===== config.mk =====
export PLATFORM = sky130hd
export DESIGN_NAME = instr_sequencer
export DESIGN_NICKNAME = d
export VERILOG_FILES = /design/src/rtl/instr_seq_pkg.sv /design/src/rtl/instr_sequencer_ack_watchdog.sv /design/src/rtl/instr_sequencer.sv
export SDC_FILE = /design/constraint.sdc
export NUM_CORES = 1
export LEC_CHECK = 0
export ABC_AREA = 1
export CAP_MARGIN = 20
export CORE_MARGIN = 1.5
export CORE_UTILIZATION = 60
export DETAILED_ROUTE_END_ITERATION = 8
export DONT_BUFFER_PORTS = 1
export PLACE_DENSITY = 0.87
export SYNTH_ARGS = -nofsm -noshare
export SYNTH_HDL_FRONTEND = slang
export SYNTH_HIERARCHICAL = 1
export SYNTH_SLANG_ARGS = --single-unit

===== constraint.sdc =====
create_clock -name CLK -period 3.5 [get_ports CLK]
set_input_delay 0.7 -clock CLK [delete_from_list [all_inputs] [get_ports CLK]]
set_output_delay 0.7 -clock CLK [all_outputs]
set_load 0.01 [all_outputs]

===== src/rtl/instr_seq_pkg.sv =====
// Shared definitions for the instruction sequencer.
//   - state_t     : sequencer FSM state encoding
//   - BS_*        : decoder branch-select codes
//   - MD_LOAD     : decoder data-select code for a load
//   - NOP_OPCODE  : opcode field of the all-zero instruction
//   - is_mem_op() : true when the decoded instruction needs data memory
package instr_seq_pkg;

    typedef enum logic [2:0] {
        ST_IDLE   = 3'd0,
        ST_FETCH  = 3'd1,
        ST_DECODE = 3'd2,
        ST_EXEC   = 3'd3,
        ST_MEM    = 3'd4,
        ST_BRANCH = 3'd5,
        ST_FAULT  = 3'd6
    } state_t;

    localparam logic [1:0] BS_NONE = 2'b00;
    localparam logic [1:0] BS_COND = 2'b01;
    localparam logic [1:0] BS_JMR  = 2'b10;
    localparam logic [1:0] BS_JMP  = 2'b11;

    localparam logic [1:0] MD_LOAD = 2'b01;

    localparam logic [6:0] NOP_OPCODE = 7'b0000000;

    // Stores and loads both go through MEM; a store is flagged by MW,
    // a load by the data-select picking memory data for writeback.
    function automatic logic is_mem_op(input logic mw, input logic [1:0] md);
        return mw || (md == MD_LOAD);
    endfunction

endpackage


===== src/rtl/instr_sequencer_ack_watchdog.sv =====
// Wait-cycle watchdog shared by the FETCH and MEM handshakes.
//   clk, rst_n : clock and asynchronous active-low reset
//   en         : a request is outstanding (counting allowed)
//   ack        : the memory answered this cycle
//   expire     : this is the TIMEOUT-th wait cycle and no ack arrived
// The count clears whenever en drops (state exit) or ack arrives, so an
// ack in the final allowed cycle always wins over expiry.
module ack_watchdog #(
    parameter int TIMEOUT = 15,
    parameter int TO_W    = 4
) (
    input  logic clk,
    input  logic rst_n,
    input  logic en,
    input  logic ack,
    output logic expire
);

    logic [TO_W-1:0] count_reg;

    always_ff @(posedge clk or negedge rst_n) begin
        if (!rst_n) begin
            count_reg <= '0;
        end else if (!en || ack) begin
            count_reg <= '0;
        end else begin
            count_reg <= count_reg + TO_W'(1);
        end
    end

    // Count holds the number of wait cycles already spent, so the
    // current cycle is number count_reg+1.
    assign expire = en && !ack && (count_reg == TO_W'(TIMEOUT - 1));

endmodule


===== src/rtl/instr_sequencer.sv =====
// Multi-cycle control FSM for the RISC core.
//   CLK, RESET           : clock, asynchronous active-low reset
//   ENABLE               : run permission, sampled in IDLE and at retirement
//   IMEM_REQ/ACK/DATA    : instruction fetch handshake
//   IR_instruction       : instruction register feeding the decoder
//   RW, MW, MD, BS       : decoder control fields for the current IR
//   BRANCH_COND          : branch condition, valid in BRANCH
//   DMEM_REQ/WE/ACK      : data memory handshake
//   RW_EN, PC_INC, PC_LOAD : single-cycle strobes per instruction
//   BUSY, FAULT          : status; FAULT is sticky until reset
//   RETIRED              : wrapping retired-instruction count
module instr_sequencer
    import instr_seq_pkg::*;
#(
    parameter int DATA_W  = 32,
    parameter int TIMEOUT = 15,
    parameter int TO_W    = 4,
    parameter int CNT_W   = 16
) (
    input  logic              CLK,
    input  logic              RESET,
    input  logic              ENABLE,
    output logic              IMEM_REQ,
    input  logic              IMEM_ACK,
    input  logic [DATA_W-1:0] IMEM_DATA,
    output logic [DATA_W-1:0] IR_instruction,
    input  logic              RW,
    input  logic              MW,
    input  logic [1:0]        MD,
    input  logic [1:0]        BS,
    input  logic              BRANCH_COND,
    output logic              DMEM_REQ,
    output logic              DMEM_WE,
    input  logic              DMEM_ACK,
    output logic              RW_EN,
    output logic              PC_INC,
    output logic              PC_LOAD,
    output logic              BUSY,
    output logic              FAULT,
    output logic [CNT_W-1:0]  RETIRED
);

    state_t            state_reg, state_next;
    logic [DATA_W-1:0] ir_reg;
    logic [CNT_W-1:0]  retired_reg;
    logic              wd_en, wd_ack, wd_expire;
    logic              retire;

    ack_watchdog #(
        .TIMEOUT (TIMEOUT),
        .TO_W    (TO_W)
    ) u_watchdog (
        .clk    (CLK),
        .rst_n  (RESET),
        .en     (wd_en),
        .ack    (wd_ack),
        .expire (wd_expire)
    );

    always_ff @(posedge CLK or negedge RESET) begin
        if (!RESET) begin
            state_reg   <= ST_IDLE;
            ir_reg      <= '0;
            retired_reg <= '0;
        end else begin
            state_reg <= state_next;
            if (state_reg == ST_FETCH && IMEM_ACK) begin
                ir_reg <= IMEM_DATA;
            end
            if (retire) begin
                retired_reg <= retired_reg + CNT_W'(1);
            end
        end
    end

    always_comb begin
        state_next = state_reg;
        IMEM_REQ   = 1'b0;
        DMEM_REQ   = 1'b0;
        DMEM_WE    = 1'b0;
        RW_EN      = 1'b0;
        PC_INC     = 1'b0;
        PC_LOAD    = 1'b0;
        wd_en      = 1'b0;
        wd_ack     = 1'b0;
        retire     = 1'b0;

        case (state_reg)
            ST_IDLE: begin
                if (ENABLE) state_next = ST_FETCH;
            end
            ST_FETCH: begin
                IMEM_REQ = 1'b1;
                wd_en    = 1'b1;
                wd_ack   = IMEM_ACK;
                if (IMEM_ACK)       state_next = ST_DECODE;
                else if (wd_expire) state_next = ST_FAULT;
            end
            ST_DECODE: begin
                if (is_mem_op(MW, MD))  state_next = ST_MEM;
                else if (BS != BS_NONE) state_next = ST_BRANCH;
                else                    state_next = ST_EXEC;
            end
            ST_EXEC: begin
                RW_EN  = RW;
                PC_INC = 1'b1;
                retire = 1'b1;
            end
            ST_MEM: begin
                DMEM_REQ = 1'b1;
                DMEM_WE  = MW;
                wd_en    = 1'b1;
                wd_ack   = DMEM_ACK;
                if (DMEM_ACK) begin
                    // Load writeback and PC advance only on completion.
                    RW_EN  = RW;
                    PC_INC = 1'b1;
                    retire = 1'b1;
                end else if (wd_expire) begin
                    state_next = ST_FAULT;
                end
            end
            ST_BRANCH: begin
                // Only a not-taken conditional branch falls through;
                // JMR/JMP/JML and taken conditionals load the target.
                if (BS == BS_COND && !BRANCH_COND) PC_INC  = 1'b1;
                else                               PC_LOAD = 1'b1;
                RW_EN  = RW;
                retire = 1'b1;
            end
            ST_FAULT: begin
                state_next = ST_FAULT;
            end
            default: begin
                state_next = ST_IDLE;
            end
        endcase

        if (retire) state_next = ENABLE ? ST_FETCH : ST_IDLE;
    end

    assign IR_instruction = ir_reg;
    assign RETIRED        = retired_reg;
    assign BUSY           = (state_reg != ST_IDLE) && (state_reg != ST_FAULT);
    assign FAULT          = (state_reg == ST_FAULT);

endmodule


# [Yosys cells after proc, flatten, opt, wreduce, memory -nomap -nowiden]
# Index checks and enable logic that the tools add are counted.
# Widths: inputs -> output; s select.
[classes] addsub=2 eq_ne=13 mux=23 n_reduce_logical=16
[ops] op="$mux 3" n=7
[ops] op="$pmux 3 s6" n=1
[ops] op="$add 16x1->16 const B" n=1
[ops] op="$mux 1" n=10
[ops] op="$eq 3x3->1 const B" n=3
[ops] op="$ne 3x3->1 const B" n=3
[ops] op="$eq 3x2->1 const B" n=2
[ops] op="$pmux 1 s2" n=3
[ops] op="$logic_and 1x1->1" n=5
[ops] op="$add 4x1->4 const B" n=1
[ops] op="$eq 2x1->1 const B" n=2
[ops] op="$eq 4x4->1 const B" n=1
[ops] op="$mux 4" n=1
[ops] op="$reduce_or 2->1" n=2
[ops] op="$eq 3x1->1 const B" n=1
[ops] op="$logic_not 1->1" n=3
[ops] op="$logic_not 3->1" n=1
[ops] op="$pmux 1 s3" n=1
[ops] op="$reduce_and 3->1" n=1
[ops] op="$reduce_bool 3->1" n=1
[ops] op="$logic_or 1x1->1" n=2
[ops] op="$ne 2x1->1 const B" n=1
[ops] op="$reduce_bool 2->1" n=1
[word_totals] register_bits=55 in_bits=44 output_inout_bits=56 elab_cells=58

# [Logic depth before layout (Yosys ltp)]
# Gate-level depths: netlist of run 1.
[depth] word_depth=9 mapped_depth=15 depth_no_buf=15

# [Cells and area by module]
# The synthesis of run 1 kept the hierarchy.
[modules_own_cells] mod="instr_sequencer" instances=1 cells_each=316 area_per_inst_um2=2482.4 seq_area_each_um2=1276.2
[modules_own_cells] mod="ack_watchdog" instances=1 cells_each=22 area_per_inst_um2=197.7 seq_area_each_um2=100.1

# [Worst setup path after synthesis of run 1]
# OpenSTA, ideal clock, no wires.
[synth_path] path_type="input port to flip-flop" startpoint="input port IMEM_ACK" endpoint="register state_reg[0]" setup_ns=0.123 arrival_ns=1.801 required_ns=3.377 slack_ns=1.576 path_stages=12 path_buffers=2 path_cell_list="buf_2 > nand2_2 > buf_2 > nand2_1 > nor2_1 > inv_1 > nor2_1 > nor2_1 > o21ai_0 > o21ai_0 > nand2_1 > o21ai_1"
[synth_between] elab_chain_cells=8 word_cells_on_any_way=9
[synth_rtl] element="from (decl)" line_no="instr_sequencer.sv:24" source="input logic IMEM_ACK,"
[synth_rtl] element="$pmux 1 s2 *" line_no="instr_sequencer.sv:88" source="case (state_reg)"
[synth_rtl] element="net wd_ack" line_no="instr_sequencer.sv:46" source="logic wd_en, wd_ack, wd_expire;"
[synth_rtl] element="$logic_not 1->1 *" line_no="instr_sequencer_ack_watchdog.sv:33" source="assign expire = en && !ack && (count_reg == TO_W'(TIMEOUT - 1));"
[synth_rtl] element="$logic_and 1x1->1 * (2 in series)" line_no="instr_sequencer_ack_watchdog.sv:33"
[synth_rtl] element="net wd_expire" line_no="instr_sequencer.sv:46"
[synth_rtl] element="$mux 3 *"
[synth_rtl] element="$mux 3, on equally long branches"
[synth_rtl] element="$pmux 3 s6 *" line_no="instr_sequencer.sv:88"
[synth_rtl] element="$mux 3 *" line_no="instr_sequencer.sv:139" source="if (retire) state_next = ENABLE ? ST_FETCH : ST_IDLE;"
[synth_rtl] element="to (signal assigned)" line_no="instr_sequencer.sv:66" source="state_reg <= state_next;"
[synth_rtl] element="to (decl)" line_no="instr_sequencer.sv:43" source="state_t state_reg, state_next;"
# The timed path passes the listed nets; every way through them passes the cells marked *. The select of a mux whose other input is x is not followed.
# A chain may end at the register's enable or synchronous reset.

# [Worst setup path after layout of run 1]
[layout_path] startpoint="register state_reg[2]" endpoint="output port RW_EN"
[layout_between] elab_chain_cells=3 word_cells_on_any_way=5
[layout_rtl] element="$eq 3x3->1 / $eq 3x2->1 (equally long branches)" line_no="instr_sequencer.sv:88"
[layout_rtl] element="$reduce_or 2->1 (no line)"
[layout_rtl] element="$pmux 1 s2 *" line_no="instr_sequencer.sv:88"
[layout_rtl] element="to (decl)" line_no="instr_sequencer.sv:35" source="output logic RW_EN,"
# Mark *: on every way between the ends. The rest lies on a longest branch, timed or not.

==> results of run 1 <==
==> metrics by stage <==
step | setup slack [ns] | instance area [µm²] | instances | total power [mW] | util (%)
final | 0.798 | 2790 | 386 | 2.28 | 64.6
after global routing | 0.624 | 2790 | 386 | 2.46 | 64.6
after CTS | 0.804 | 2790 | 386 | 2.29 | 64.6
after detailed placement | 1.14 | 2680 | 378 | 1.88 | 62.0
after global placement | 1.21 | 2680 | 378 | 1.83 | 62.0
after floorplan | 1.58 | 2680 | 338 | 1.74 | -
==> layer usage <==
layer / global-route usage [%] / up-vias / routed length, µm
met2: 39.8 / 94 / 2860
met3: 6.40 / 8 / 461
met5: 0 / - / 0
met4: 10.0 / 0 / 68
met1: 31.0 / 1023 / 2280
li1: - / 1040 / -
==> power by group through the flow <==
stage	Combinational [mW]	Sequential [mW]	Clock, mW
after floorplan	0.616	1.13	0
after global routing	0.798	1.21	0.450
after global placement	0.647	1.18	0
final	0.687	1.18	0.416
after detailed placement	0.687	1.19	0
after CTS	0.690	1.18	0.424
==> worst max-delay path, stage by stage, from the launching register on <==
cell and delay (ns):
dfrtp_1 0.51, inv_2 0.11, nor2_4 0.12, nand3_2 0.11
nand2_2 0.36, inv_1 0.25, nor2_1 0.24
==> cell families after synthesis <==
group | after synthesis
flip-flops | 55
buffers and inverters | 45
AO/OA/AOI/OAI | 9
XOR/XNOR | 10
adder cells (fa/ha/maj) | 3
AND/OR/NAND/NOR | 216
==> cell usage after synthesis, types with 3 or more instances <==
library cell / count
nand2_1: 126
dfrtp_1: 55
nand3_1: 45
inv_1: 30
nor2_1: 24
buf_2: 7
nand2_2: 7
nand4_1: 7
a21oi_1: 5
xnor2_1: 5
xor2_1: 4
ha_1: 3
nor3_1: 3
==> layout make-up <==
cell class,count,area share [%]
Clock inverter,2,1.39
Sequential cell,55,49.3
Clock buffer,6,2.60
Timing Repair Buffer,1,0.269
Tap cell,52,2.33
Multi-Input combinational cell,238,39.8
Inverter,32,4.30
==> worst min path at each step <==
stage	start	slack [ns]	depth (start not counted)	end
floorplan	RESET	0.40	0	IR_instruction[0]$_DFFE_PN0P_
detailed placement	RESET	0.41	0	IR_instruction[16]$_DFFE_PN0P_
finish	RESET	0.08	0	RETIRED[11]$_DFFE_PN0P_
global placement	RESET	0.41	0	IR_instruction[19]$_DFFE_PN0P_
CTS	RESET	0.07	0	IR_instruction[30]$_DFFE_PN0P_
global route	RESET	0.05	0	IR_instruction[30]$_DFFE_PN0P_
==> qor.csv, run 1 <==
stage;metric;value;unit
final_layout;commonest non-fill, non-tap cell in the layout;nand2_1;
final_layout;Sequential Area;0.00138;mm²
critical_path;Req. time, crit path;2.80;ns
power;combinational power share;30.1;%
logic_synthesis;Top FF cell, synth;dfrtp_1;
logic_synthesis;Mapped Cells;338;
clocking;clk slew on worst S/H paths;0.10;ns
sta;endpoints failing hold;0;
sta;Max Slew Vio Count;0;
power;Clock power frac;18.3;%
logic_synthesis;post-synth top area share;51.4;%
die;die width;69.8;µm
power;sw frac;42.9;%
logic_synthesis;FF+latch count, synth;55;
sta;clock skew;0.0122;ns
drt;total wire length;5680;µm
logic_synthesis;ys async rst share;100;%
die;num rows;24;
final_layout;n_diodes;0;
drt;DR pass1 iterations;4;
critical_path;reg2reg path depth;13;
drt;final antenna-violating net count;0;
logic_synthesis;main combinational cell family by area after synthesis;simple AND/OR/NAND/NOR gates;
final_layout;final net count;380;
critical_path;setup slack, reg-to-reg;1.39;ns
logic_synthesis;Synth Area in Compound Gates;1.82;%
clocking;Max Root-Sink Buffers;2;
sta;RSZ-0062 raised after global routing;false;
critical_path;crit start category;register;
drt;DRC viols;0;
clocking;TritonCTS Sinks;55;
drt;initial DRC count;157;
sta;setup violators final;0;
run_status;outcome;completed;
sta;Tmin final;2.70;ns
power;Int Power;1.30;mW
critical_path;R2R Path End;state_reg[0]$_DFFE_PN0P_;
clocking;Worst-Skew Late Latency;0.30;ns
critical_path;worst r2r src;state_reg[1]$_DFFE_PN0P_;
final_layout;max reg flops;32;
placement;# port buffers;0;
clocking;hold-fix buffers at CTS;0;
global_routing;largest net degree at the start of global routing;56;
logic_synthesis;Synth Cell Area;0.00268;mm²
power;pwr/cell area;817;mW/mm²
drt;Avg WL per Cell;14.7;µm
sta;Slew Limit Headroom;59.7;%
critical_path;CP endpoint kind;output pin;
logic_synthesis;post-synthesis sequential area ratio;51.4;%
global_routing;initial antenna violation count;0;
critical_path;CP Data Arrival Time;2.00;ns
final_layout;area grow syn2layout;4.16;%
logic_synthesis;Synth Warn #;6;
final_layout;layout cells sized above 1;6.59;%
die;num ports;100;
global_routing;Tot GR Track Use;24.4;%
sta;FMAX;0.370;GHz
critical_path;crit path from;state_reg[2]$_DFFE_PN0P_;
die;core area;0.00432;mm²
final_layout;Layout fillers;384;
logic_synthesis;Post-synth EDFFs;0;
logic_synthesis;area leader, netlist;dfrtp_1;
sta;Tcrit/Tclk final;77.2;%
die;chip height;69.8;µm
critical_path;CP Class;register to output pin;
drt;vias;2165;
power;VDD IR max;0.670;mV
clocking;Post-CTS Setup Bufs;0;
logic_synthesis;top cells by area, synth;dfrtp_1 (51%), nand2_1 (18%), nand3_1 (8.4%), inv_1 (4.2%), nor2_1 (3.4%);
logic_synthesis;post-synthesis simple-gate area fraction;34.7;%
final_layout;multi-input logic area;0.00111;mm²
placement;Placer Congestion;0.881;
sta;Min Hold Slack;0.0815;ns
critical_path;crit path capture;RW_EN;
clocking;TritonCTS clock tree;built;
sta;Setup TNS;0;ns
die;die area;0.00488;mm²
clocking;CTS Buf Count;5;
logic_synthesis;Synth Area in XOR/XNOR;3.55;%
power;sequential share of power;51.6;%
critical_path;worst-path fanout max;22;
worst_hold_path;Worst Hold Class;input pin to async pin;
logic_synthesis;post-synth cell types;25;
logic_synthesis;mux cell area share after synthesis;0;%
logic_synthesis;Synthesized Nets;385;
global_routing;gr ovfl total;0;
sta;actual slew at the worst max-slew pin;0.603;ns
placement;detailed placement HPWL;4060;µm
logic_synthesis;Post-Syn Area per Cell;7.93;µm²
clocking;htree depth;2;
logic_synthesis;Synth Area in Adders;1.40;%
power;Leak;1.45;nW
drt;vias per cell;5.61;
final_layout;most frequent cells in the layout;nand2_1 (126), dfrtp_1 (55), nand3_1 (45), inv_1 (30), nor2_1 (24);
die;initial core utilization;62.0;%
clocking;PostCTS Resize Cnt;0;
global_routing;vias in the first global route;2049;
global_routing;first-pass GRT wire length;9540;µm
power;Net Switching;0.979;mW
clocking;CTS root buf;clkbuf_8;
run;max-cap violation count;0;
(Power assumes the default switching activity.)
==> inputs of run 2 (changes only) <==
Settings changed: ABC_AREA 1 to 0, CORE_UTILIZATION 60 to 56, PLACE_DENSITY 0.87 to 0.85.
Clock period 3.5 ns to 2.35 ns, I/O delays scaled along.
==> run 2 against run 1 <==
Cell count is 33% lower. Flip-flop and latch count did not move. Power is 53% higher. Setup slack worse by 0.61 ns. Critical endpoint unchanged. Sequential share of layout area up 1.3 points. Largest cell class unchanged. Highest routed layer unchanged.
==> qor.csv, run 2 <==
stage;metric;value;unit
global_routing;M2 GR Usage;30.6;%
clocking;Worst-Skew Late Latency;0.31;ns
logic_synthesis;post-synth top area share;53.7;%
placement;Placer Congestion;0.932;
logic_synthesis;Synthesized Nets;251;
sta;Tcrit/Tclk final;92.0;%
global_routing;initial antenna violation count;0;
drt;vias per cell;5.84;
clocking;clk slew on worst S/H paths;0.11;ns
critical_path;CP Class;register to output pin;
logic_synthesis;most common cell in the netlist;dfrtp_1;
drt;DR pass1 iterations;4;
clocking;TritonCTS Sinks;55;
drt;final antenna-violating net count;0;
logic_synthesis;top cells by area, synth;dfrtp_1 (54%), mux2_2 (12%), xor2_1 (4.1%), mux2_1 (2.2%), nor3_2 (2.0%);
logic_synthesis;Post-synth EDFFs;0;
drt;initial DRC count;92;
clocking;Max Root-Sink Buffers;2;
power;Leak;1.07;nW
final_layout;max reg flops;32;
global_routing;routing usage on met3;5.98;%
critical_path;CP bufs+invs;0;
sta;Slew Limit Headroom;65.1;%
final_layout;commonest non-fill, non-tap cell in the layout;dfrtp_1;
final_layout;Layout fillers;355;
sta;actual slew at the worst max-slew pin;0.511;ns
critical_path;Req. time, crit path;1.88;ns
logic_synthesis;Synth Warn #;6;
global_routing;largest net degree at the start of global routing;56;
clocking;CTS Buf Count;5;
logic_synthesis;Post-Syn Area per Cell;12.6;µm²
final_layout;most frequent cells in the layout;dfrtp_1 (55), mux2_2 (28), nor2_1 (12), xor2_1 (12), nand2_1 (11);
logic_synthesis;Synth Cell Area;0.00256;mm²
critical_path;crit start category;register;
logic_synthesis;post-synth cell types;45;
critical_path;Cell Chain, Critical Path;xnor2_1 > o22a_4 > nor2b_1;
die;chip height;70.6;µm
clocking;hold-fix buffers at CTS;1;
power;pwr/cell area;1280;mW/mm²
clocking;PostCTS Resize Cnt;0;
drt;total wire length;4390;µm
power;power consumption;3.49;mW
final_layout;finished layout cell area;0.00272;mm²
logic_synthesis;area leader, netlist;dfrtp_1;
global_routing;vias in the first global route;1492;
die;num rows;24;
global_routing;GRT Max-Usage Layer;met2;
drt;Avg WL per Cell;17.0;µm
logic_synthesis;most common library cells after synthesis;dfrtp_1 (55), mux2_2 (28), nor2_1 (12), xor2_1 (12), nand2_1 (11);
drt;vias;1506;
sta;Max Slew Vio Count;0;
clocking;htree depth;2;
critical_path;cell at the slowest stage of the critical path;dfrtp_1;
sta;endpoints failing hold;0;
final_layout;area grow syn2layout;6.11;%
sta;Setup TNS;0;ns
critical_path;CP max stage delay;0.61;ns
die;die width;70.6;µm
logic_synthesis;ys async rst share;100;%
run;max-cap violation count;0;
global_routing;met1 GRT Util;20.7;%
power;VDD IR max;0.742;mV
critical_path;CP endpoint kind;output pin;
placement;DP Area;0.00259;mm²
clocking;CTS root buf;clkbuf_8;
die;core area;0.00438;mm²
sta;clock skew;0.00825;ns
die;initial core utilization;58.4;%
die;die area;0.00499;mm²
logic_synthesis;FF+latch count, synth;55;
logic_synthesis;post-synthesis sequential area ratio;53.7;%
logic_synthesis;Mapped Cells;204;
global_routing;gr ovfl total;0;
critical_path;CP Data Arrival Time;1.69;ns
die;num ports;100;
critical_path;worst-path fanout max;17;
clocking;TritonCTS clock tree;built;
global_routing;Tot GR Track Use;17.7;%
final_layout;layout cells sized above 1;28.2;%
critical_path;cell family with most CP delay;flip-flops;
sta;Min Hold Slack;0.00651;ns
run_status;outcome;completed;
logic_synthesis;Top FF cell, synth;dfrtp_1;
drt;DRC viols;0;
sta;FMAX;0.463;GHz
final_layout;n_diodes;0;
clocking;Post-CTS Setup Bufs;0;
placement;detailed placement HPWL;3280;µm
worst_hold_path;Worst Hold Class;input pin to async pin;
sta;RSZ-0062 raised after global routing;false;
sta;Tmin final;2.16;ns
final_layout;final net count;252;
placement;# port buffers;0;
sta;setup violators final;0;
global_routing;first-pass GRT wire length;6940;µm
==> run 2: path summary, 6_finish.rpt <==
| kind | from | cells after the start | slack, ns | end |
|---|---|---|---|---|
| setup / recovery | state_reg[1]$_DFFE_PN0P_ | 3 | 0.19 | RW_EN |
| hold / removal | RESET | 1 | 0.007 | IR_instruction[25]$_DFFE_PN0P_ |
| setup reg to reg | state_reg[0]$_DFFE_PN0P_ | 8 | 0.30 | state_reg[1]$_DFFE_PN0P_ |
| hold reg to reg | u_watchdog/count_reg[0]$_DFF_PN0_ | 1 | 0.50 | u_watchdog/count_reg[0]$_DFF_PN0_ |
| max in group asynchronous | RESET | 1 | 2.12 | u_watchdog/count_reg[3]$_DFF_PN0_ |
| min in group CLK | IMEM_DATA[21] | 1 | 0.29 | IR_instruction[21]$_DFFE_PN0P_ |
==> run 2: power by group <==
part | total (mW) | internal [mW] | switching (mW)
sequential | 1.84 | 1.33 | 0.517
combinational | 1.11 | 0.569 | 0.538
clock | 0.538 | 0.221 | 0.317
==> run 2: metal layers <==
layer  up-vias  wire length (µm)  share of wire [%]
met5         -                 0                  0
met4         0                55                1.3
met3         6               409                9.3
met2        83              2180                 50
met1       714              1740                 40
li1        703                 -                  -
==> run 2: cell type report <==
class                   instances  area [µm²]  area share [%]
multi-input cells             133        1100            40.4
inverters                       7        26.3           0.967
well taps                      52        65.1            2.39
flip-flops and latches         55        1380            50.6
repair buffers                  3        55.1            2.03
clock inverters                 3        27.5            1.01
clock buffers                   5        68.8            2.53
==> run 2: per-stage QoR <==
step	utilization [%]	setup WS, ns	instances
5_1_grt	62.0	0.117	258
2_1_floorplan	-	0.506	204
6_report	62.0	0.189	258
4_1_cts	62.0	0.187	258
3_3_place_gp	59.2	0.403	249
3_5_place_dp	59.2	0.309	249
==> run 2: kinds of logic after synthesis <==
kind of cell | share of synthesized area, %
buffers and inverters | 3.37
AOI/OAI and AO/OA | 4.30
DFF | 53.7
xor gates and xnor gates | 5.81
and+or+nand+nor | 16.4
muxes | 14.9
adders and majority gates | 1.47
